<file path="src/rtl/alu_decode_muldiv_pkg.sv">
// alu_pkg: opcode, funct and ALU-select encodings plus the mul/div engine state type
// shared by the EX-stage ALU control and its iterative mul/div unit.
package alu_pkg;

   localparam logic [3:0] ALUOP_ADD   = 4'b0000;
   localparam logic [3:0] ALUOP_SUB   = 4'b0001;
   localparam logic [3:0] ALUOP_RTYPE = 4'b0010;
   localparam logic [3:0] ALUOP_AND   = 4'b0011;
   localparam logic [3:0] ALUOP_OR    = 4'b0100;
   localparam logic [3:0] ALUOP_SLT   = 4'b0101;
   localparam logic [3:0] ALUOP_XOR   = 4'b0110;
   localparam logic [3:0] ALUOP_SLTU  = 4'b0111;

   localparam logic [5:0] F_SLL   = 6'b000000;
   localparam logic [5:0] F_SRL   = 6'b000010;
   localparam logic [5:0] F_SRA   = 6'b000011;
   localparam logic [5:0] F_MFHI  = 6'b010000;
   localparam logic [5:0] F_MTHI  = 6'b010001;
   localparam logic [5:0] F_MFLO  = 6'b010010;
   localparam logic [5:0] F_MTLO  = 6'b010011;
   localparam logic [5:0] F_MULT  = 6'b011000;
   localparam logic [5:0] F_MULTU = 6'b011001;
   localparam logic [5:0] F_DIV   = 6'b011010;
   localparam logic [5:0] F_DIVU  = 6'b011011;
   localparam logic [5:0] F_ADD   = 6'b100000;
   localparam logic [5:0] F_ADDU  = 6'b100001;
   localparam logic [5:0] F_SUB   = 6'b100010;
   localparam logic [5:0] F_SUBU  = 6'b100011;
   localparam logic [5:0] F_AND   = 6'b100100;
   localparam logic [5:0] F_OR    = 6'b100101;
   localparam logic [5:0] F_XOR   = 6'b100110;
   localparam logic [5:0] F_NOR   = 6'b100111;
   localparam logic [5:0] F_SLT   = 6'b101010;
   localparam logic [5:0] F_SLTU  = 6'b101011;

   localparam logic [3:0] AC_AND     = 4'b0000;
   localparam logic [3:0] AC_OR      = 4'b0001;
   localparam logic [3:0] AC_XOR     = 4'b0010;
   localparam logic [3:0] AC_NOR     = 4'b0011;
   localparam logic [3:0] AC_ADD     = 4'b0100;
   localparam logic [3:0] AC_SUB     = 4'b0101;
   localparam logic [3:0] AC_SLT     = 4'b0110;
   localparam logic [3:0] AC_SLTU    = 4'b0111;
   localparam logic [3:0] AC_SLL     = 4'b1000;
   localparam logic [3:0] AC_SRL     = 4'b1001;
   localparam logic [3:0] AC_SRA     = 4'b1010;
   localparam logic [3:0] AC_PASS_HI = 4'b1011;
   localparam logic [3:0] AC_PASS_LO = 4'b1100;
   localparam logic [3:0] AC_NONE    = 4'b1111;

   typedef enum logic [1:0] {
      IDLE = 2'd0,
      MUL  = 2'd1,
      DIV  = 2'd2
   } md_state_e;

   // R-type functs that touch HI/LO or the engine and so must wait for it
   function automatic logic is_md_funct(input logic [5:0] f);
      return f inside {F_MFHI, F_MFLO, F_MTHI, F_MTLO, F_MULT, F_MULTU, F_DIV, F_DIVU};
   endfunction

endpackage

</file>
<file path="src/rtl/alu_decode_muldiv_if.sv">
// EX-stage bus between the pipeline and the ALU control / HI-LO block.
// master = pipeline side, slave = alu_decode_muldiv.
interface alu_decode_muldiv_if #(
   parameter int WIDTH = 32
);
   logic             valid;
   logic             flush;
   logic [3:0]       aluop;
   logic [5:0]       funct;
   logic [WIDTH-1:0] src_a;
   logic [WIDTH-1:0] src_b;
   logic [3:0]       alucontrol;
   logic             illegal;
   logic             md_stall;
   logic             md_busy;
   logic [WIDTH-1:0] hi;
   logic [WIDTH-1:0] lo;

   modport master (
      output valid, flush, aluop, funct, src_a, src_b,
      input  alucontrol, illegal, md_stall, md_busy, hi, lo
   );

   modport slave (
      input  valid, flush, aluop, funct, src_a, src_b,
      output alucontrol, illegal, md_stall, md_busy, hi, lo
   );
endinterface

</file>
<file path="src/rtl/alu_decode_muldiv_md_iter_unit.sv">
// md_iter_unit: one-bit-per-cycle shift-add multiplier / restoring divider on operand
// magnitudes, with a down-counter and sign fixup applied to the final step's result.
//
//   state | meaning
//   IDLE  | waiting for start_i; counter parked at 0
//   MUL   | shift-add multiply, one multiplier bit per cycle
//   DIV   | restoring divide, one quotient bit per cycle
module md_iter_unit
   import alu_pkg::*;
#(
   parameter int WIDTH = 32,
   parameter int CNT_W = $clog2(WIDTH) + 1
) (
   input  logic             clk_i,
   input  logic             rst_ni,
   input  logic             start_i,
   input  logic             is_div_i,
   input  logic             is_signed_i,
   input  logic             flush_i,
   input  logic [WIDTH-1:0] a_i,
   input  logic [WIDTH-1:0] b_i,
   output logic             busy_o,
   output logic             done_o,
   output logic [WIDTH-1:0] hi_o,
   output logic [WIDTH-1:0] lo_o
);

   md_state_e        state_q, state_d;
   logic [CNT_W-1:0] cnt_q, cnt_d;
   logic [WIDTH-1:0] acc_q, acc_d, mq_q, mq_d, opb_q, opb_d;
   logic             negq_q, negq_d, negr_q, negr_d, dz_q, dz_d;

   logic             sign_a, sign_b, last;
   logic [WIDTH-1:0] mag_a, mag_b, acc_nx, mq_nx;
   logic [WIDTH:0]   mul_sum, div_shift;
   logic [2*WIDTH-1:0] prod;

   assign sign_a = is_signed_i & a_i[WIDTH-1];
   assign sign_b = is_signed_i & b_i[WIDTH-1];
   assign mag_a  = sign_a ? -a_i : a_i;
   assign mag_b  = sign_b ? -b_i : b_i;
   assign last   = (cnt_q == CNT_W'(1));
   assign busy_o = (state_q != IDLE);
   assign done_o = busy_o & last & ~flush_i;

   // acc holds the running high half (MUL) or partial remainder (DIV); mq the multiplier / quotient
   always_comb begin
      acc_nx    = acc_q;
      mq_nx     = mq_q;
      mul_sum   = {1'b0, acc_q} + (mq_q[0] ? {1'b0, opb_q} : '0);
      div_shift = {acc_q, mq_q[WIDTH-1]};
      if (state_q == DIV) begin
         if (div_shift >= {1'b0, opb_q}) begin
            acc_nx = div_shift[WIDTH-1:0] - opb_q;
            mq_nx  = {mq_q[WIDTH-2:0], 1'b1};
         end else begin
            acc_nx = div_shift[WIDTH-1:0];
            mq_nx  = {mq_q[WIDTH-2:0], 1'b0};
         end
      end else begin
         {acc_nx, mq_nx} = {mul_sum, mq_q[WIDTH-1:1]};
      end
   end

   assign prod = {acc_nx, mq_nx};

   // Divide-by-zero: negr reconstructs the raw dividend from its magnitude for hi
   always_comb begin
      hi_o = '0;
      lo_o = '0;
      if (state_q == DIV) begin
         hi_o = negr_q ? -acc_nx : acc_nx;
         if (dz_q)
            lo_o = '1;
         else
            lo_o = negq_q ? -mq_nx : mq_nx;
      end else begin
         {hi_o, lo_o} = negq_q ? -prod : prod;
      end
   end

   always_comb begin
      state_d = state_q;
      cnt_d   = cnt_q;
      acc_d   = acc_q;
      mq_d    = mq_q;
      opb_d   = opb_q;
      negq_d  = negq_q;
      negr_d  = negr_q;
      dz_d    = dz_q;
      case (state_q)
         IDLE: begin
            if (start_i) begin
               state_d = is_div_i ? DIV : MUL;
               cnt_d   = CNT_W'(WIDTH);
               acc_d   = '0;
               mq_d    = is_div_i ? mag_a : mag_b;
               opb_d   = is_div_i ? mag_b : mag_a;
               negq_d  = sign_a ^ sign_b;
               negr_d  = sign_a;
               dz_d    = (b_i == '0);
            end
         end
         MUL, DIV: begin
            if (flush_i) begin
               state_d = IDLE;
               cnt_d   = '0;
            end else begin
               acc_d = acc_nx;
               mq_d  = mq_nx;
               cnt_d = cnt_q - CNT_W'(1);
               if (last)
                  state_d = IDLE;
            end
         end
         default: begin
            state_d = IDLE;
            cnt_d   = '0;
         end
      endcase
   end

   always_ff @(posedge clk_i or negedge rst_ni) begin
      if (!rst_ni) begin
         state_q <= IDLE;
         cnt_q   <= '0;
         acc_q   <= '0;
         mq_q    <= '0;
         opb_q   <= '0;
         negq_q  <= 1'b0;
         negr_q  <= 1'b0;
         dz_q    <= 1'b0;
      end else begin
         state_q <= state_d;
         cnt_q   <= cnt_d;
         acc_q   <= acc_d;
         mq_q    <= mq_d;
         opb_q   <= opb_d;
         negq_q  <= negq_d;
         negr_q  <= negr_d;
         dz_q    <= dz_d;
      end
   end

endmodule

</file>
<file path="src/rtl/alu_decode_muldiv.sv">
// alu_decode_muldiv: EX-stage aluop/funct decode, HI/LO registers, mul/div stall and flush.
// Build macro FAST_MUL_EN: mult/multu complete in one cycle; divides stay iterative.
module alu_decode_muldiv
   import alu_pkg::*;
#(
   parameter int WIDTH = 32,
   parameter int CNT_W = $clog2(WIDTH) + 1
) (
   input logic                clk,
   input logic                rst_n,
   alu_decode_muldiv_if.slave bus
);

   logic [3:0]       alucontrol;
   logic             aluop_ok, funct_ok;
   logic             rtype, f_mul, f_div, f_mthi, f_mtlo, f_signed, accept;
   logic             md_busy, md_done, iter_start;
   logic [WIDTH-1:0] hi_q, hi_d, lo_q, lo_d, res_hi, res_lo;

   always_comb begin
      alucontrol = AC_NONE;
      aluop_ok   = 1'b1;
      funct_ok   = 1'b1;
      case (bus.aluop)
         ALUOP_ADD:  alucontrol = AC_ADD;
         ALUOP_SUB:  alucontrol = AC_SUB;
         ALUOP_AND:  alucontrol = AC_AND;
         ALUOP_OR:   alucontrol = AC_OR;
         ALUOP_SLT:  alucontrol = AC_SLT;
         ALUOP_XOR:  alucontrol = AC_XOR;
         ALUOP_SLTU: alucontrol = AC_SLTU;
         ALUOP_RTYPE: begin
            case (bus.funct)
               F_ADD, F_ADDU: alucontrol = AC_ADD;
               F_SUB, F_SUBU: alucontrol = AC_SUB;
               F_AND:         alucontrol = AC_AND;
               F_OR:          alucontrol = AC_OR;
               F_XOR:         alucontrol = AC_XOR;
               F_NOR:         alucontrol = AC_NOR;
               F_SLT:         alucontrol = AC_SLT;
               F_SLTU:        alucontrol = AC_SLTU;
               F_SLL:         alucontrol = AC_SLL;
               F_SRL:         alucontrol = AC_SRL;
               F_SRA:         alucontrol = AC_SRA;
               F_MFHI:        alucontrol = AC_PASS_HI;
               F_MFLO:        alucontrol = AC_PASS_LO;
               F_MTHI, F_MTLO, F_MULT, F_MULTU, F_DIV, F_DIVU:
                              alucontrol = AC_NONE;
               default:       funct_ok   = 1'b0;
            endcase
         end
         default: aluop_ok = 1'b0;
      endcase
   end

   assign rtype    = (bus.aluop == ALUOP_RTYPE);
   assign f_mul    = rtype & ((bus.funct == F_MULT) | (bus.funct == F_MULTU));
   assign f_div    = rtype & ((bus.funct == F_DIV)  | (bus.funct == F_DIVU));
   assign f_mthi   = rtype & (bus.funct == F_MTHI);
   assign f_mtlo   = rtype & (bus.funct == F_MTLO);
   assign f_signed = ~bus.funct[0];
   assign accept   = bus.valid & ~bus.flush & ~md_busy;

`ifdef FAST_MUL_EN
   logic [2*WIDTH-1:0] ext_a, ext_b, fast_prod;
   assign ext_a      = {{WIDTH{f_signed & bus.src_a[WIDTH-1]}}, bus.src_a};
   assign ext_b      = {{WIDTH{f_signed & bus.src_b[WIDTH-1]}}, bus.src_b};
   // the low 2*WIDTH bits of the sign-extended product are the exact signed/unsigned result
   assign fast_prod  = ext_a * ext_b;
   assign iter_start = accept & f_div;
`else
   assign iter_start = accept & (f_mul | f_div);
`endif

   md_iter_unit #(
      .WIDTH (WIDTH),
      .CNT_W (CNT_W)
   ) u_md_iter (
      .clk_i       (clk),
      .rst_ni      (rst_n),
      .start_i     (iter_start),
      .is_div_i    (f_div),
      .is_signed_i (f_signed),
      .flush_i     (bus.flush),
      .a_i         (bus.src_a),
      .b_i         (bus.src_b),
      .busy_o      (md_busy),
      .done_o      (md_done),
      .hi_o        (res_hi),
      .lo_o        (res_lo)
   );

   always_comb begin
      hi_d = hi_q;
      lo_d = lo_q;
      if (md_done) begin
         hi_d = res_hi;
         lo_d = res_lo;
      end else if (accept & f_mthi) begin
         hi_d = bus.src_a;
      end else if (accept & f_mtlo) begin
         lo_d = bus.src_a;
`ifdef FAST_MUL_EN
      end else if (accept & f_mul) begin
         {hi_d, lo_d} = fast_prod;
`endif
      end
   end

   always_ff @(posedge clk or negedge rst_n) begin
      if (!rst_n) begin
         hi_q <= '0;
         lo_q <= '0;
      end else begin
         hi_q <= hi_d;
         lo_q <= lo_d;
      end
   end

   assign bus.alucontrol = alucontrol;
   assign bus.illegal    = bus.valid & ~(aluop_ok & funct_ok);
   assign bus.md_stall   = md_busy & bus.valid & rtype & is_md_funct(bus.funct);
   assign bus.md_busy    = md_busy;
   assign bus.hi         = hi_q;
   assign bus.lo         = lo_q;

endmodule

</file>
<file path="src/flat_wrapper.sv">
// flat-port wrapper written by rule: the top's interface ports become plain ports
module alu_decode_muldiv_flat import alu_pkg::*;
#(
   parameter int WIDTH = 32,
   parameter int CNT_W = $clog2(WIDTH) + 1
)
  (clk, rst_n, bus_valid, bus_flush, bus_aluop, bus_funct, bus_src_a, bus_src_b, bus_alucontrol, bus_illegal, bus_md_stall, bus_md_busy, bus_hi, bus_lo);
  alu_decode_muldiv_if #(.WIDTH(WIDTH)) bus_i ();
  input logic clk;
  input logic rst_n;
  input wire logic [$bits(bus_i.valid)-1:0] bus_valid;
  input wire logic [$bits(bus_i.flush)-1:0] bus_flush;
  input wire logic [$bits(bus_i.aluop)-1:0] bus_aluop;
  input wire logic [$bits(bus_i.funct)-1:0] bus_funct;
  input wire logic [$bits(bus_i.src_a)-1:0] bus_src_a;
  input wire logic [$bits(bus_i.src_b)-1:0] bus_src_b;
  output wire logic [$bits(bus_i.alucontrol)-1:0] bus_alucontrol;
  output wire logic [$bits(bus_i.illegal)-1:0] bus_illegal;
  output wire logic [$bits(bus_i.md_stall)-1:0] bus_md_stall;
  output wire logic [$bits(bus_i.md_busy)-1:0] bus_md_busy;
  output wire logic [$bits(bus_i.hi)-1:0] bus_hi;
  output wire logic [$bits(bus_i.lo)-1:0] bus_lo;
  assign bus_i.valid = bus_valid;
  assign bus_i.flush = bus_flush;
  assign bus_i.aluop = bus_aluop;
  assign bus_i.funct = bus_funct;
  assign bus_i.src_a = bus_src_a;
  assign bus_i.src_b = bus_src_b;
  assign bus_alucontrol = bus_i.alucontrol;
  assign bus_illegal = bus_i.illegal;
  assign bus_md_stall = bus_i.md_stall;
  assign bus_md_busy = bus_i.md_busy;
  assign bus_hi = bus_i.hi;
  assign bus_lo = bus_i.lo;
  alu_decode_muldiv #(.WIDTH(WIDTH), .CNT_W(CNT_W)) u_core (.clk(clk), .rst_n(rst_n), .bus(bus_i));
endmodule
</file>
<file path="config.mk">
export PLATFORM = sky130hd
export DESIGN_NAME = alu_decode_muldiv_flat
export DESIGN_NICKNAME = d
export VERILOG_FILES = /design/src/rtl/alu_decode_muldiv_pkg.sv /design/src/rtl/alu_decode_muldiv_if.sv /design/src/rtl/alu_decode_muldiv_md_iter_unit.sv /design/src/rtl/alu_decode_muldiv.sv /design/src/flat_wrapper.sv
export SDC_FILE = /design/constraint.sdc
export NUM_CORES = 1
export LEC_CHECK = 0
export ABC_AREA = 1
export BUFFER_PORTS_ARGS = -buffer_cell sky130_fd_sc_hd__buf_4
export CAP_MARGIN = 5
export CORE_ASPECT_RATIO = 1.4
export CORE_MARGIN = 2
export CORE_UTILIZATION = 32
export DETAILED_ROUTE_END_ITERATION = 10
export SLEW_MARGIN = 25
export SYNTH_ARGS = -nofsm -noshare
export SYNTH_HDL_FRONTEND = slang
export SYNTH_HIERARCHICAL = 1
export SYNTH_SLANG_ARGS = --single-unit
</file>
<file path="constraint.sdc">
create_clock -name clk -period 5.3 [get_ports clk]
set_input_delay 0.53 -clock clk [delete_from_list [all_inputs] [get_ports clk]]
set_output_delay 0.53 -clock clk [all_outputs]
set_load 0.02 [all_outputs]
</file>
======== Yosys cells after proc, flatten, opt, wreduce, memory -nomap -nowiden ========
Cells that the tools add are included.
operators by class
  add/subtract/negate cells ............... 8
  reductions and logical operators ........ 18
  equality and inequality tests ........... 34
  bitwise gates (word level) .............. 26
  mux-type cells .......................... 39
  $lt $le $gt $ge ......................... 1
operators with widths
  kind                                           number
  2-to-1 mux 32 bit                              22
  negation 32 bit                                4
  case mux 32 bit (2 select lines)               2
  2-to-1 mux 64 bit                              1
  negation 64 bit                                1
  == test 6 bit, second input constant           10
  case mux 4 bit (13 select lines)               1
  == test 6 x 5 -> 1 bit, second input constant  8
  adder 32 x 32 -> 33 bit                        1
  greater-or-equal comparator 33 x 32 -> 1 bit   1
  logical NOT 32 bit                             1
  case mux 4 bit (8 select lines)                1
  subtractor 32 bit                              1
  OR reduction 21 bit                            1
  AND 1 bit                                      18
  == test 4 x 3 -> 1 bit, second input constant  4
  == test 6 x 2 -> 1 bit, second input constant  2
  2-to-1 mux 6 bit                               2
  case mux 6 bit (2 select lines)                1
  == test 4 x 2 -> 1 bit, second input constant  2
  2-to-1 mux 2 bit                               4
  nonzero test 2 bit                             4
  nonzero test 8 bit                             1
  OR reduction 8 bit                             1
  other kinds (19)                               32
word-level totals
  output and inout bits ................... 71
  bits of input ports ..................... 78
  register bits ........................... 171
  logic and storage cells ................. 136

======== Longest topological paths before layout ========
Gate-level depths: netlist of the first run.
  depth in word-level cells ............... 8
  mapped depth ............................ 35
  gate-level depth less buffers ........... 35

======== Hierarchy ========
Netlist of the first run, hierarchy kept.
modules (own cells, without submodules)
  module             sequential area each (um^2)  instances  area an instance (um^2)  cells each
  md_iter_unit       2677.6                       1          15483.6                  2746
  alu_decode_muldiv  1601.5                       1          3674.8                   517

======== Worst setup path after synthesis of the first run ========
Ideal clock, no wire load.
  path kind ............................... reg2reg
  start ................................... register u_core.u_md_iter.acc_q[27]
  end ..................................... register u_core.hi_q[10] (netlist: u_core/bus.hi[10])
  arrival time ............................ 3676 ps
  buffers on the path ..................... 0
  setup time .............................. 117 ps
  cell stages (with the launch flop) ...... 32
  path slack .............................. 1507 ps
  data required time ...................... 5183 ps
  period minus slack after synthesis ...... 3793 ps
  cells stage by stage .................... dfrtp_1 ha_1 nand2_1 inv_2 nand2_1 nand2_1 a21oi_1 nand2_2 nor2_4 nand3_2 o21ai_2 ha_1 inv_1 nor3_2 nand3_1 nor2_2 nand2_2 nor2_2 nand2_1 nor2_4 nand3_2 a21oi_4 inv_1 a21oi_2 inv_1 nand2_1 xor2_1 inv_1 nand2_1 nand2_1 nand2_1 nand2_1
between the ends
  longest elaborated chain between the ends .. 7
  elaborated cells on any way between the ends .. 11
  those cells by class .................... add/sub (2); order compare (1); mux (8)
ends and longest elaborated chain
  element                                                 line                                                                        text
  start, declared                                         alu_decode_muldiv_md_iter_unit.sv:30                                        logic [WIDTH-1:0] acc_q, acc_d, mq_q, mq_d, opb_q, opb_d;
  start signal, assigned                                  alu_decode_muldiv_md_iter_unit.sv:127                                       acc_q <= '0;
  start signal, assigned                                  alu_decode_muldiv_md_iter_unit.sv:136                                       acc_q <= acc_d;
  greater-or-equal comparator 33 x 32 -> 1 bit *          alu_decode_muldiv_md_iter_unit.sv:53                                        if (div_shift >= {1'b0, opb_q}) begin
  2-to-1 mux 1 bit or 2-to-1 mux 32 bit (tied branches)   alu_decode_muldiv_md_iter_unit.sv:53
  2-to-1 mux 32 bit                                       alu_decode_muldiv_md_iter_unit.sv:52                                        if (state_q == DIV) begin
  negation 64 bit or negation 32 bit (tied branches)      alu_decode_muldiv_md_iter_unit.sv:78, alu_decode_muldiv_md_iter_unit.sv:72
  2-to-1 mux 64 bit or 2-to-1 mux 32 bit (tied branches)  alu_decode_muldiv_md_iter_unit.sv:78, alu_decode_muldiv_md_iter_unit.sv:72
  2-to-1 mux 32 bit *                                     alu_decode_muldiv_md_iter_unit.sv:71                                        if (state_q == DIV) begin
  via u_core.res_hi[10]                                   alu_decode_muldiv.sv:18                                                     logic [WIDTH-1:0] hi_q, hi_d, lo_q, lo_d, res_hi, res_lo;
  2-to-1 mux 32 bit *                                     alu_decode_muldiv.sv:96                                                     if (md_done) begin
  end signal, assigned                                    alu_decode_muldiv.sv:115                                                    hi_q <= hi_d;
  end, declared                                           alu_decode_muldiv.sv:18
Mark *: on every way through the listed nets, which the timed path passes. The rest lies on a longest branch.
A chain may end at the register's enable or synchronous reset.

======== Final worst setup path of the first run ========
  start ................................... register u_core.u_md_iter.mq_q[0]
  end ..................................... register u_core.hi_q[27] (netlist: u_core/bus.hi[27])
between the ends
  longest elaborated chain between the ends .. 7
  elaborated cells on any way between the ends .. 10
  those cells by class .................... add/sub (3); mux (7)
ends and longest elaborated chain
  element                                                 line                                                                        text
  start, declared                                         alu_decode_muldiv_md_iter_unit.sv:30
  start signal, assigned                                  alu_decode_muldiv_md_iter_unit.sv:137                                       mq_q <= mq_d;
  2-to-1 mux 32 bit                                       alu_decode_muldiv_md_iter_unit.sv:50                                        mul_sum = {1'b0, acc_q} + (mq_q[0] ? {1'b0, opb_q} : '0);
  adder 32 x 32 -> 33 bit                                 alu_decode_muldiv_md_iter_unit.sv:50
  2-to-1 mux 32 bit                                       alu_decode_muldiv_md_iter_unit.sv:52
  negation 64 bit or negation 32 bit (tied branches)      alu_decode_muldiv_md_iter_unit.sv:78, alu_decode_muldiv_md_iter_unit.sv:72
  2-to-1 mux 64 bit or 2-to-1 mux 32 bit (tied branches)  alu_decode_muldiv_md_iter_unit.sv:78, alu_decode_muldiv_md_iter_unit.sv:72
  2-to-1 mux 32 bit *                                     alu_decode_muldiv_md_iter_unit.sv:71
  via u_core.res_hi[27]                                   alu_decode_muldiv.sv:18
  2-to-1 mux 32 bit *                                     alu_decode_muldiv.sv:96
Marked as above.

==> results of run 1 <==
-- power by group through the flow --
stage / Sequential [mW] / Combinational (mW) / Clock, mW
after CTS: 1.44 / 1.61 / 1.38
after global placement: 1.46 / 1.61 / 0
after floorplan: 1.46 / 0.951 / 0
after global routing: 1.45 / 1.79 / 1.43
after detailed placement: 1.47 / 1.60 / 0
final: 1.44 / 1.66 / 1.36
-- final cells by class --
class | count | area (µm²) | share of cell area
clock buffer | 20 | 457 | 0.0212
clock inverter | 12 | 140 | 0.00650
inverter | 459 | 1720 | 0.0800
multi-input combinational | 2519 | 12600 | 0.586
sequential | 171 | 4280 | 0.199
tap | 756 | 946 | 0.0439
timing repair buffer | 182 | 1380 | 0.0642
-- Yosys cell counts (all sizes together) --
| cell type | instances | area share |
|---|---|---|
| a21boi | 7 | 0.0027 |
| a21o | 6 | 0.0024 |
| a21oi | 105 | 0.029 |
| a22oi | 8 | 0.0031 |
| a31oi | 2 | 0.00065 |
| a32o | 1 | 0.00052 |
| and2 | 3 | 0.00098 |
| buf | 55 | 0.019 |
| clkbuf | 59 | 0.012 |
| clkinv | 3 | 0.00059 |
| dfrtp | 171 | 0.22 |
| fa | 2 | 0.0021 |
| ha | 73 | 0.048 |
| inv | 456 | 0.089 |
| nand2 | 1129 | 0.22 |
| nand3 | 331 | 0.092 |
| nand3b | 23 | 0.0090 |
| nand4 | 34 | 0.011 |
| nor2 | 353 | 0.076 |
| nor3 | 37 | 0.012 |
| nor3b | 2 | 0.00078 |
| nor4 | 14 | 0.0046 |
| o211ai | 36 | 0.018 |
| o21a | 3 | 0.0012 |
| o21ai | 183 | 0.050 |
| o21bai | 5 | 0.0022 |
| o221ai | 22 | 0.010 |
| o22ai | 37 | 0.012 |
| o31ai | 4 | 0.0016 |
| or2 | 15 | 0.0049 |
| xnor2 | 28 | 0.013 |
| xor2 | 56 | 0.026 |
-- layer usage --
metal  up-vias  track usage  routed length [µm]
met5         -            0                   0
met4         0        0.272                9900
met3       347       0.0383                4650
met2       906        0.520               45000
met1     10500        0.310               32600
li1      10600            -                   -
-- critical path: cells and delay by family (launching register included) --
kind / cells / cell delay [ns]
AOI/OAI and AO/OA: 2 / 0.43
xor gates and xnor gates: 1 / 0.16
adders and majority gates: 2 / 0.56
buffers and inverters: 7 / 0.71
DFF: 1 / 0.71
and+or+nand+nor: 17 / 2.29
-- cells by family after synthesis --
| logic type | count (synthesis) | share of synthesized area |
|---|---|---|
| fa+ha+maj | 75 | 0.0498 |
| simple gates | 1941 | 0.435 |
| xor+xnor | 84 | 0.0384 |
| flops | 171 | 0.223 |
| compound gates | 419 | 0.133 |
| buf+inv | 573 | 0.120 |
-- flip-flops by register name, indices dropped and copies added (netlist names) --
name,flops
u_core/u_md_iter/acc_q,32
u_core/u_md_iter/opb_q,32
u_core/bus.hi,32
u_core/u_md_iter/dz_q,1
u_core/u_md_iter/negq_q,1
u_core/u_md_iter/cnt_q,6
u_core/u_md_iter/mq_q,32
u_core/bus.lo,32
u_core/u_md_iter/state_q,2
u_core/u_md_iter/negr_q,1
-- worst paths after layout --
path	slack, ns	to	startpoint	cells after the start
setup / recovery	0.30	u_core/bus.hi[27]	u_core/u_md_iter/mq_q[0]	29
hold / removal	0.09	u_core/bus.hi[19]	rst_n	1
setup reg to reg	0.30	u_core/bus.hi[27]	u_core/u_md_iter/mq_q[0]	29
hold reg to reg	0.52	u_core/bus.hi[1]	u_core/bus.hi[1]	2
max in group asynchronous	4.14	u_core/u_md_iter/opb_q[9]	rst_n	2
min in group clk	0.37	u_core/u_md_iter/opb_q[0]	bus_src_b[0]	3
==> metrics.log, run 1 <==
[metrics] Via Count: 22300
[metrics] filler cell count: 6750
[metrics] commonest non-fill, non-tap cell in the layout: sky130_fd_sc_hd__nand2_1
[metrics] clock buffer depth: 2
[metrics] number of antenna violations at the first check in global routing: 0
[metrics] clock buffers created by TritonCTS: 17
[metrics] global placement routability congestion: 1.05
[metrics] power density of the placed cells: 207 mW/mm²
[metrics] total count of max-transition violations in the final report: 0
[metrics] CTS-repair resized insts: 0
[metrics] post-placement cell count: 4087
[metrics] count of routing violations after the opening detailed-route iteration: 2065
[metrics] post-layout worst setup margin: 0.296 ns
[metrics] cell-internal power: 2.59 mW
[metrics] switching share of power: 0.421
[metrics] final period demand of the worst path: 5.00 ns
[metrics] mean routed wirelength per cell: 22.4 µm
[metrics] die area: 0.0619 mm²
[metrics] site row count: 106
[metrics] number of buffers added for setup after CTS: 0
[metrics] Pre-antenna DRT Iters: 6
[metrics] largest fanout of any net on the critical path: 13
[metrics] Max Freq: 0.200 GHz
[metrics] Core Region: 0.0594 mm²
[metrics] number of input and output port buffers inserted: 148
[metrics] area growth from synthesis to final layout: 12.5%
[metrics] share of layout cells above drive strength 1: 0.112
[metrics] final hold viol count: 0
[metrics] period utilisation layout: 0.944
[metrics] clock root cell: sky130_fd_sc_hd__clkbuf_16
[metrics] Synthesized Nets: 3416
[metrics] Pwr Total: 4.47 mW
[metrics] delay of the slowest cell on the worst path: 0.71 ns
[metrics] final standard cell area without fillers: 0.0215 mm²
[metrics] Initial Util: 0.322
[metrics] part of the power in the clock network: 0.305
[metrics] slew at the pin closest to its max-slew limit: 1.05 ns
[metrics] data arrival at the endpoint of the critical path: 5.36 ns
[metrics] width of the die: 211 µm
[metrics] Yosys warning count: 6
[metrics] via density per instance: 5.42
[metrics] post-route insts no fill: 4119
[metrics] post-synthesis area per instance: 5.87 µm²
[metrics] endpoints failing setup: 0
[metrics] classification of the worst setup path: reg -> reg
[metrics] final core occ: 0.363
[metrics] pre-CTS setup slack: 0.651 ns
[metrics] Post-layout nets: 3503
[metrics] # Max-Cap Violations: 0
[metrics] commonest non-fill, non-tap cells in the layout: sky130_fd_sc_hd__nand2_1 (1112), sky130_fd_sc_hd__inv_1 (427), sky130_fd_sc_hd__nor2_1 (317)
[metrics] first-pass GRT wire length: 136 mm
[metrics] Cell variety after synth: 50
[metrics] required time worst endpoint: 5.66 ns
[metrics] type of origin of the critical path: flop
[metrics] class of the worst hold path: in -> async
[metrics] remaining global-route overflow: 0
[metrics] Post-Syn Instances: 3263
[metrics] Max-Slew Margin vs Limit: 0.302
[metrics] Detailed Place HPWL: 73.1 mm
[metrics] Final ANT Viol Nets: 0
[metrics] worst hold slack: 0.0938 ns
[metrics] hold_buf cts: 0
[metrics] Clock Skews: 0.0146 ns
[metrics] unrepaired setup endpoints after global routing: no
[metrics] critical path's most frequent cell: sky130_fd_sc_hd__nand2_1
[metrics] total wire length after detailed routing: 92.1 mm
[metrics] H-Tree Level Count: 4
[metrics] CTS tree: built
[metrics] Vert. Die Dim: 294 µm
[metrics] critical path's slowest cell: sky130_fd_sc_hd__dfrtp_1
[metrics] Global Route Usage Sum: 0.297
[metrics] Sequential Power Share: 0.323
[metrics] clock insertion delay at the later pin of the skew report: 0.48 ns
[metrics] total placed instance area: 0.0209 mm²
[metrics] run status: finished, final reports clean
[metrics] switching power: 1.88 mW
[metrics] boundary pin count: 149
[metrics] number of global-route vias before repair: 21900
[metrics] register bit count reported by yosys: 171
[metrics] total leakage power: 11.8 nW
[metrics] clock transition at the register clock pins on the worst setup and hold paths after CTS: 0.08 ns
[metrics] count of antenna diodes in the layout: 0
[metrics] kind of end point of the critical path: flop
[metrics] Sinks on Clock Net: 171
[metrics] largest net degree at the start of global routing: 97
[metrics] netlist area before placement: 0.0192 mm²
[metrics] Setup TNS: 0 ns
[metrics] proportion of synthesized chip area in sequential cells: 0.223
[metrics] combinational cell fraction of total power: 0.372
[metrics] largest voltage drop on the vdd net: 0.217 mV
[metrics] final routed DRC violation total: 0
Power figures use the tool's default switching activity.
==> run 2, diff against run 1 <==
GPL_TIMING_DRIVEN = 0   (was default)
RECOVER_POWER = 25   (was default)
==> run 2 against run 1 <==
  * The run now ends with max-capacitance violations, max-slew violations left
  * Clock power about the same
  * Critical path depth increased by 1
  * Flip-flop and latch count unchanged
  * Global-route usage decreased by 0.70 points
  * Final cell count increased by 2.1%
  * Die area unchanged
  * Power decreased by 2.1%
  * Routed wire length decreased by 1.8%
  * Largest power group unchanged
  * Sequential share of layout area decreased by 0.34 points
  * Clock skew increased by 0.0031 ns
==> metrics.log, run 2 (synthesis gave the netlist of run 1 again) <==
[metrics] slew at the pin closest to its max-slew limit: 3.20 ns
[metrics] period utilisation layout: 0.963
[metrics] # Max-Cap Violations: 1
[metrics] class of the worst hold path: in -> reg
[metrics] largest fanout of any net on the critical path: 6
[metrics] Detailed Place HPWL: 74.3 mm
[metrics] CTS tree: built
[metrics] global placement routability congestion: 1.07
[metrics] mean routed wirelength per cell: 21.5 µm
[metrics] Pre-antenna DRT Iters: 6
[metrics] post-placement cell count: 4169
[metrics] classification of the worst setup path: reg -> reg
[metrics] run status: finished, violations left
[metrics] clock insertion delay at the later pin of the skew report: 0.48 ns
[metrics] final hold viol count: 0
[metrics] total wire length after detailed routing: 90.5 mm
[metrics] Final ANT Viol Nets: 0
[metrics] power density of the placed cells: 200 mW/mm²
[metrics] clock transition at the register clock pins on the worst setup and hold paths after CTS: 0.08 ns
[metrics] width of the die: 211 µm
[metrics] clock buffer depth: 2
[metrics] via density per instance: 5.34
[metrics] total count of max-transition violations in the final report: 49
[metrics] boundary pin count: 149
[metrics] share of layout cells above drive strength 1: 0.109
[metrics] unrepaired setup endpoints after global routing: no
[metrics] Initial Util: 0.322
[metrics] number of global-route vias before repair: 22000
[metrics] kind of end point of the critical path: flop
[metrics] endpoints failing setup: 0
[metrics] Max-Slew Margin vs Limit: -1.13
[metrics] Via Count: 22500
[metrics] total leakage power: 11.9 nW
[metrics] critical path's slowest cell: sky130_fd_sc_hd__dfrtp_1
[metrics] clock root cell: sky130_fd_sc_hd__clkbuf_16
[metrics] remaining global-route overflow: 0
[metrics] H-Tree Level Count: 4
[metrics] final period demand of the worst path: 5.11 ns
[metrics] Core Region: 0.0594 mm²
[metrics] number of input and output port buffers inserted: 148
[metrics] area growth from synthesis to final layout: 14.4%
[metrics] type of origin of the critical path: flop
[metrics] count of routing violations after the opening detailed-route iteration: 2084
[metrics] largest net degree at the start of global routing: 73
[metrics] Setup TNS: 0 ns
[metrics] commonest non-fill, non-tap cell in the layout: sky130_fd_sc_hd__nand2_1
[metrics] post-route insts no fill: 4206
[metrics] Clock Skews: 0.0178 ns
[metrics] Vert. Die Dim: 294 µm
[metrics] first-pass GRT wire length: 133 mm
[metrics] final routed DRC violation total: 0
[metrics] Max Freq: 0.196 GHz
[metrics] clock buffers created by TritonCTS: 17
[metrics] Global Route Usage Sum: 0.290
[metrics] failing checks: max-capacitance violations, max-slew violations
[metrics] die area: 0.0619 mm²
[metrics] commonest non-fill, non-tap cells in the layout: sky130_fd_sc_hd__nand2_1 (1112), sky130_fd_sc_hd__inv_1 (428), sky130_fd_sc_hd__nor2_1 (319)
[metrics] site row count: 106
[metrics] critical path's most frequent cell: sky130_fd_sc_hd__nand2_1
[metrics] Sinks on Clock Net: 171
[metrics] required time worst endpoint: 5.67 ns
[metrics] number of antenna violations at the first check in global routing: 3
[metrics] data arrival at the endpoint of the critical path: 5.47 ns
[metrics] largest voltage drop on the vdd net: 0.186 mV
[metrics] Post-layout nets: 3589
[metrics] filler cell count: 6633
[metrics] delay of the slowest cell on the worst path: 0.53 ns
[run 2: worst paths after layout]
kind	startpoint	endpoint	slack [ns]	cells after the start
setup / recovery	u_core/u_md_iter/acc_q[27]	u_core/bus.hi[28]	0.19	30
hold / removal	bus_src_b[0]	u_core/u_md_iter/opb_q[0]	0.37	3
setup reg to reg	u_core/u_md_iter/acc_q[27]	u_core/bus.hi[28]	0.19	30
hold reg to reg	u_core/bus.lo[0]	u_core/bus.lo[0]	0.52	2
max in group asynchronous	rst_n	u_core/bus.lo[6]	1.06	3
min in group asynchronous	rst_n	u_core/bus.hi[26]	1.67	2
[run 2: repair_timing]
| action | CTS | global route |
|---|---|---|
| endpoints found under the setup margin | 0 | 20 |
| gates resized for setup | 0 | 7 |
| hold buffers | 1 | 0 |
| hold endpoints to repair | 19 | 0 |
| buffers inserted | 0 | 3 |
[run 2: final cells by class]
cell class              instances  area (µm²)  area share
diodes                          1        2.50    0.000114
plain buffers                 114         578      0.0264
clock buffers                  17         425      0.0194
clock inverters                15         180     0.00822
inverters                     459        1720      0.0786
multi-input cells            2519       12600       0.575
flip-flops and latches        171        4280       0.195
well taps                     756         946      0.0432
repair buffers                154        1170      0.0535
[run 2: per-stage QoR]
| step | hold WS [ns] | power, mW | setup slack [ns] | util | cell area (µm²) |
|---|---|---|---|---|---|
| detailed placement | 0.482 | 3.00 | 0.173 | 0.358 | 21300 |
| global placement | 0.500 | 3.00 | 0.135 | 0.357 | 21200 |
| CTS | 0.350 | 4.35 | 0.121 | 0.368 | 21900 |
| global route | 0.382 | 4.58 | 0.0122 | 0.369 | 21900 |
| floorplan | 0.234 | 2.41 | 1.51 | - | 19200 |
| finish | 0.366 | 4.37 | 0.195 | 0.369 | 21900 |
[run 2: per-layer routing]
| metal | vias to the layer above | GRT usage | wire (µm) |
|---|---|---|---|
| met5 | - | 0 | 0 |
| met4 | 0 | 0.286 | 10600 |
| met3 | 389 | 0.0512 | 5840 |
| met2 | 1027 | 0.494 | 42600 |
| met1 | 10200 | 0.297 | 31500 |
| li1 | 10800 | - | - |
[run 2: power by group]
group | switching [mW] | leakage [nW] | total (mW) | internal (mW)
clock network | 0.699 | 0.283 | 1.34 | 0.639
registers | 0.0744 | 1.96 | 1.45 | 1.38
logic | 1.11 | 9.70 | 1.59 | 0.475
total | 1.88 | 11.9 | 4.37 | 2.49
[run 2: critical path: cells and delay by family, from the launching register on]
kind	cells	cell delay, ns
and+or+nand+nor	21	2.70
AOI/OAI and AO/OA	5	1.00
adders and majority gates	2	0.61
DFF	1	0.53
buffers and inverters	2	0.14
==> run 3, diff against run 2 <==
SYNTH_HIERARCHICAL = default   (was 1)
==> run 3 against run 2 <==
  * The flow still finishes with violations (max-capacitance violations, max-slew violations)
  * Synthesized cell count decreased by 9.4%
  * Routed wire length decreased by 4.8%
  * Die area decreased by 6.2%
  * Combinational power increased to 4.5 times the previous value
  * Utilization increased by 0.29 points
  * First-iteration DRC count decreased by 12%
  * Worst hold slack got worse by 0.020 ns
  * Design area decreased by 6.0%
  * Clock skew decreased by 0.00059 ns
  * Count of clock-buffer cells in the layout increased by 4
==> metrics.log, run 3 <==
[metrics] number of buffers added for setup after CTS: 0
[metrics] most used standard cells in the synthesized netlist: sky130_fd_sc_hd__nand2_1 (812), sky130_fd_sc_hd__inv_1 (434), sky130_fd_sc_hd__nor2_1 (267)
[metrics] cell family contributing the most delay on the critical path: simple AND/OR/NAND/NOR gates
[metrics] parity-gate share of the synthesized area counting xor and xnor cells: 0.0420
[metrics] worst hold slack: 0.346 ns
[metrics] remaining global-route overflow: 0
[metrics] largest voltage drop on the vdd net: 0.371 mV
[metrics] switching share of power: 0.561
[metrics] share of the synthesized area in compound gates (AO/OA/AOI/OAI): 0.195
[metrics] combinational cell fraction of total power: 0.661
[metrics] Pre-antenna DRT Iters: 6
[metrics] type of origin of the critical path: flop
[metrics] via density per instance: 5.44
[metrics] H-Tree Level Count: 4
[metrics] class of the worst hold path: in -> reg
[metrics] Post-Syn Instances: 2955
[metrics] failing checks: max-capacitance violations, max-slew violations
[metrics] required time worst endpoint: 5.66 ns
[metrics] Initial Util: 0.324
[metrics] # Max-Cap Violations: 2
[metrics] final hold viol count: 0
[metrics] post-route insts no fill: 3868
[metrics] total wire length after detailed routing: 86.2 mm
[metrics] register bit count reported by yosys: 171
[metrics] width of the die: 204 µm
[metrics] Final ANT Viol Nets: 0
[metrics] post-placement cell count: 3834
[metrics] Clock Skews: 0.0172 ns
[metrics] CTS-repair resized insts: 0
[metrics] CTS tree: built
[metrics] most frequently used cell type in the post-synthesis netlist: sky130_fd_sc_hd__nand2_1
[metrics] final standard cell area without fillers: 0.0206 mm²
[metrics] netlist area before placement: 0.0179 mm²
[metrics] hold_buf cts: 1
[metrics] critical path's most frequent cell: sky130_fd_sc_hd__nand2_1
[metrics] Synth area leaders: sky130_fd_sc_hd__dfrtp_1 (24%), sky130_fd_sc_hd__nand2_1 (17%), sky130_fd_sc_hd__inv_1 (9.1%)
[metrics] Sequential Power Share: 0.208
[metrics] share of layout cells above drive strength 1: 0.0933
[metrics] critical path's slowest cell: sky130_fd_sc_hd__dfrtp_1
[metrics] Core Region: 0.0554 mm²
[metrics] clock transition at the register clock pins on the worst setup and hold paths after CTS: 0.08 ns
[metrics] total count of max-transition violations in the final report: 90
[metrics] total placed instance area: 0.0201 mm²
[metrics] post-synth top area share: 0.238
[metrics] Vert. Die Dim: 284 µm
[metrics] Max-Slew Margin vs Limit: -0.354
[metrics] pre-CTS setup slack: 0.731 ns
[metrics] Sinks on Clock Net: 171
[metrics] Detailed Place HPWL: 71.1 mm
[metrics] commonest non-fill, non-tap cells in the layout: sky130_fd_sc_hd__nand2_1 (812), sky130_fd_sc_hd__inv_1 (434), sky130_fd_sc_hd__nor2_1 (267)
[metrics] first-pass GRT wire length: 127 mm
[metrics] clock root cell: sky130_fd_sc_hd__clkbuf_16
[metrics] die area: 0.0580 mm²
[metrics] power density of the placed cells: 522 mW/mm²
[metrics] site row count: 102
[metrics] final routed DRC violation total: 0
[metrics] mux cell area share after synthesis: 0.000767
[metrics] unrepaired setup endpoints after global routing: no
[metrics] Max Freq: 0.209 GHz
[metrics] commonest non-fill, non-tap cell in the layout: sky130_fd_sc_hd__nand2_1
[metrics] kind of end point of the critical path: flop
[metrics] period utilisation layout: 0.902
[metrics] number of input and output port buffers inserted: 148
[metrics] clock buffers created by TritonCTS: 17
[metrics] classification of the worst setup path: reg -> reg
[metrics] Post-layout nets: 3279
[metrics] Synthesized Nets: 3108
[metrics] delay of the slowest cell on the worst path: 0.39 ns
[metrics] slew at the pin closest to its max-slew limit: 2.03 ns
[metrics] EDFF count, synth: 0
[metrics] part of the power in the clock network: 0.131
[metrics] number of antenna violations at the first check in global routing: 0
[metrics] run status: finished, violations left
[metrics] final period demand of the worst path: 4.78 ns
[metrics] proportion of synthesized chip area in sequential cells: 0.238
[metrics] area growth from synthesis to final layout: 14.7%
[metrics] switching power: 6.02 mW
[metrics] main combinational cell family by area after synthesis: simple AND/OR/NAND/NOR gates
[metrics] Cell variety after synth: 55
[metrics] number of global-route vias before repair: 20500
[metrics] data arrival at the endpoint of the critical path: 5.14 ns
[metrics] global placement routability congestion: 1.01
[metrics] Via Count: 21000
[metrics] count of routing violations after the opening detailed-route iteration: 1838
[metrics] clock insertion delay at the later pin of the skew report: 0.49 ns
[metrics] post-layout worst setup margin: 0.518 ns
[metrics] Setup TNS: 0 ns
[metrics] largest net degree at the start of global routing: 85
[metrics] post-synthesis area per instance: 6.07 µm²
[metrics] boundary pin count: 149
[metrics] adder and majority cell fraction of the synthesized area: 0.0531
[metrics] Global Route Usage Sum: 0.296
[metrics] cell-internal power: 4.72 mW
[metrics] ys async rst share: 1.00
[metrics] endpoints failing setup: 0
[metrics] synthesized-area fraction occupied by and/or/nand/nor cells: 0.347
[metrics] mean routed wirelength per cell: 22.3 µm
[metrics] largest fanout of any net on the critical path: 6
[metrics] Yosys warning count: 0
[metrics] total leakage power: 10.6 nW
[metrics] largest area contributor in the netlist: sky130_fd_sc_hd__dfrtp_1
[metrics] clock buffer depth: 2
[metrics] number of buffer and inverter stages on the critical path: 5
[metrics] prevailing post-synth register cell: sky130_fd_sc_hd__dfrtp_1
run 3: stage by stage:
stage	util	power, mW
3_5_place_dp	0.362	9.24
3_3_place_gp	0.360	9.23
2_1_floorplan	-	6.74
6_report	0.372	10.7
4_1_cts	0.373	10.7
5_1_grt	0.372	11.5
run 3: power by group through the flow:
stage | combinational [mW] | sequential, mW | clock, mW
final | 7.10 | 2.23 | 1.41
after CTS | 7.04 | 2.22 | 1.41
after global routing | 7.78 | 2.26 | 1.46
after global placement | 6.99 | 2.24 | 0
after floorplan | 4.48 | 2.26 | 0
after detailed placement | 6.99 | 2.24 | 0
run 3: layout make-up:
cell class	instances	area [µm²]
Fill cell	6346	34800
Tap cell	728	911
Antenna cell	1	2.50
Clock buffer	21	460
Buffer	102	492
Timing Repair Buffer	152	1100
Sequential cell	171	4280
Clock inverter	11	156
Inverter	460	1730
Multi-Input combinational cell	2222	11500
run 3: worst register-to-register path, cell delays in order, from the launching register on:
cell	delay (ns)
sky130_fd_sc_hd__dfrtp_1	0.39
sky130_fd_sc_hd__inv_1	0.19
sky130_fd_sc_hd__ha_1	0.34
sky130_fd_sc_hd__inv_1	0.10
sky130_fd_sc_hd__o21ai_0	0.19
sky130_fd_sc_hd__a21oi_1	0.26
sky130_fd_sc_hd__nor2_1	0.11
sky130_fd_sc_hd__nor2_4	0.24
sky130_fd_sc_hd__nand3_2	0.19
sky130_fd_sc_hd__o21ai_2	0.23
sky130_fd_sc_hd__ha_1	0.31
sky130_fd_sc_hd__nand4_1	0.20
sky130_fd_sc_hd__inv_1	0.09
sky130_fd_sc_hd__nand2_1	0.13
sky130_fd_sc_hd__inv_2	0.07
sky130_fd_sc_hd__nand2_1	0.08
sky130_fd_sc_hd__inv_2	0.07
sky130_fd_sc_hd__nand2_1	0.09
sky130_fd_sc_hd__o21ai_2	0.22
sky130_fd_sc_hd__nand2_1	0.15
sky130_fd_sc_hd__nor2_2	0.18
sky130_fd_sc_hd__nand2_1	0.13
sky130_fd_sc_hd__a21oi_2	0.21
sky130_fd_sc_hd__o21ai_1	0.13
sky130_fd_sc_hd__nand2_1	0.11
sky130_fd_sc_hd__nand2_1	0.05
sky130_fd_sc_hd__nand3_1	0.14
sky130_fd_sc_hd__nand2_1	0.07
run 3: cells by family (layout without fill, tap and decap cells):
kind of cell             count (synthesis)  count (layout)
flip-flops                             171             171
multiplexers                             1               1
AND/OR/NAND/NOR                       1458            1458
XOR/XNOR                                86              86
AO/OA/AOI/OAI                          602             602
buffers and inverters                  562             746
adder cells (fa/ha/maj)                 75              75
other                                    0               1
run 3: per-layer routing:
layer	GRT usage	wire length [µm]	vias to the layer above
met5	0	0	-
li1	-	-	10000
met4	0.249	8680	0
met2	0.512	41900	885
met3	0.0440	4760	305
met1	0.313	30800	9843
run 3: worst paths after layout:
check | start | to | slack, ns | cells after the start
max | u_core.u_md_iter.opb_q[26] | u_core.bus.hi[20] | 0.52 | 27
min | bus_src_b[30] | u_core.u_md_iter.dz_q | 0.35 | 4
max reg2reg | u_core.u_md_iter.opb_q[26] | u_core.bus.hi[20] | 0.52 | 27
min reg2reg | u_core.bus.lo[28] | u_core.bus.lo[28] | 0.49 | 2
max in group asynchronous | rst_n | u_core.u_md_iter.opb_q[16] | 1.50 | 4
min in group asynchronous | rst_n | u_core.bus.hi[31] | 1.18 | 2
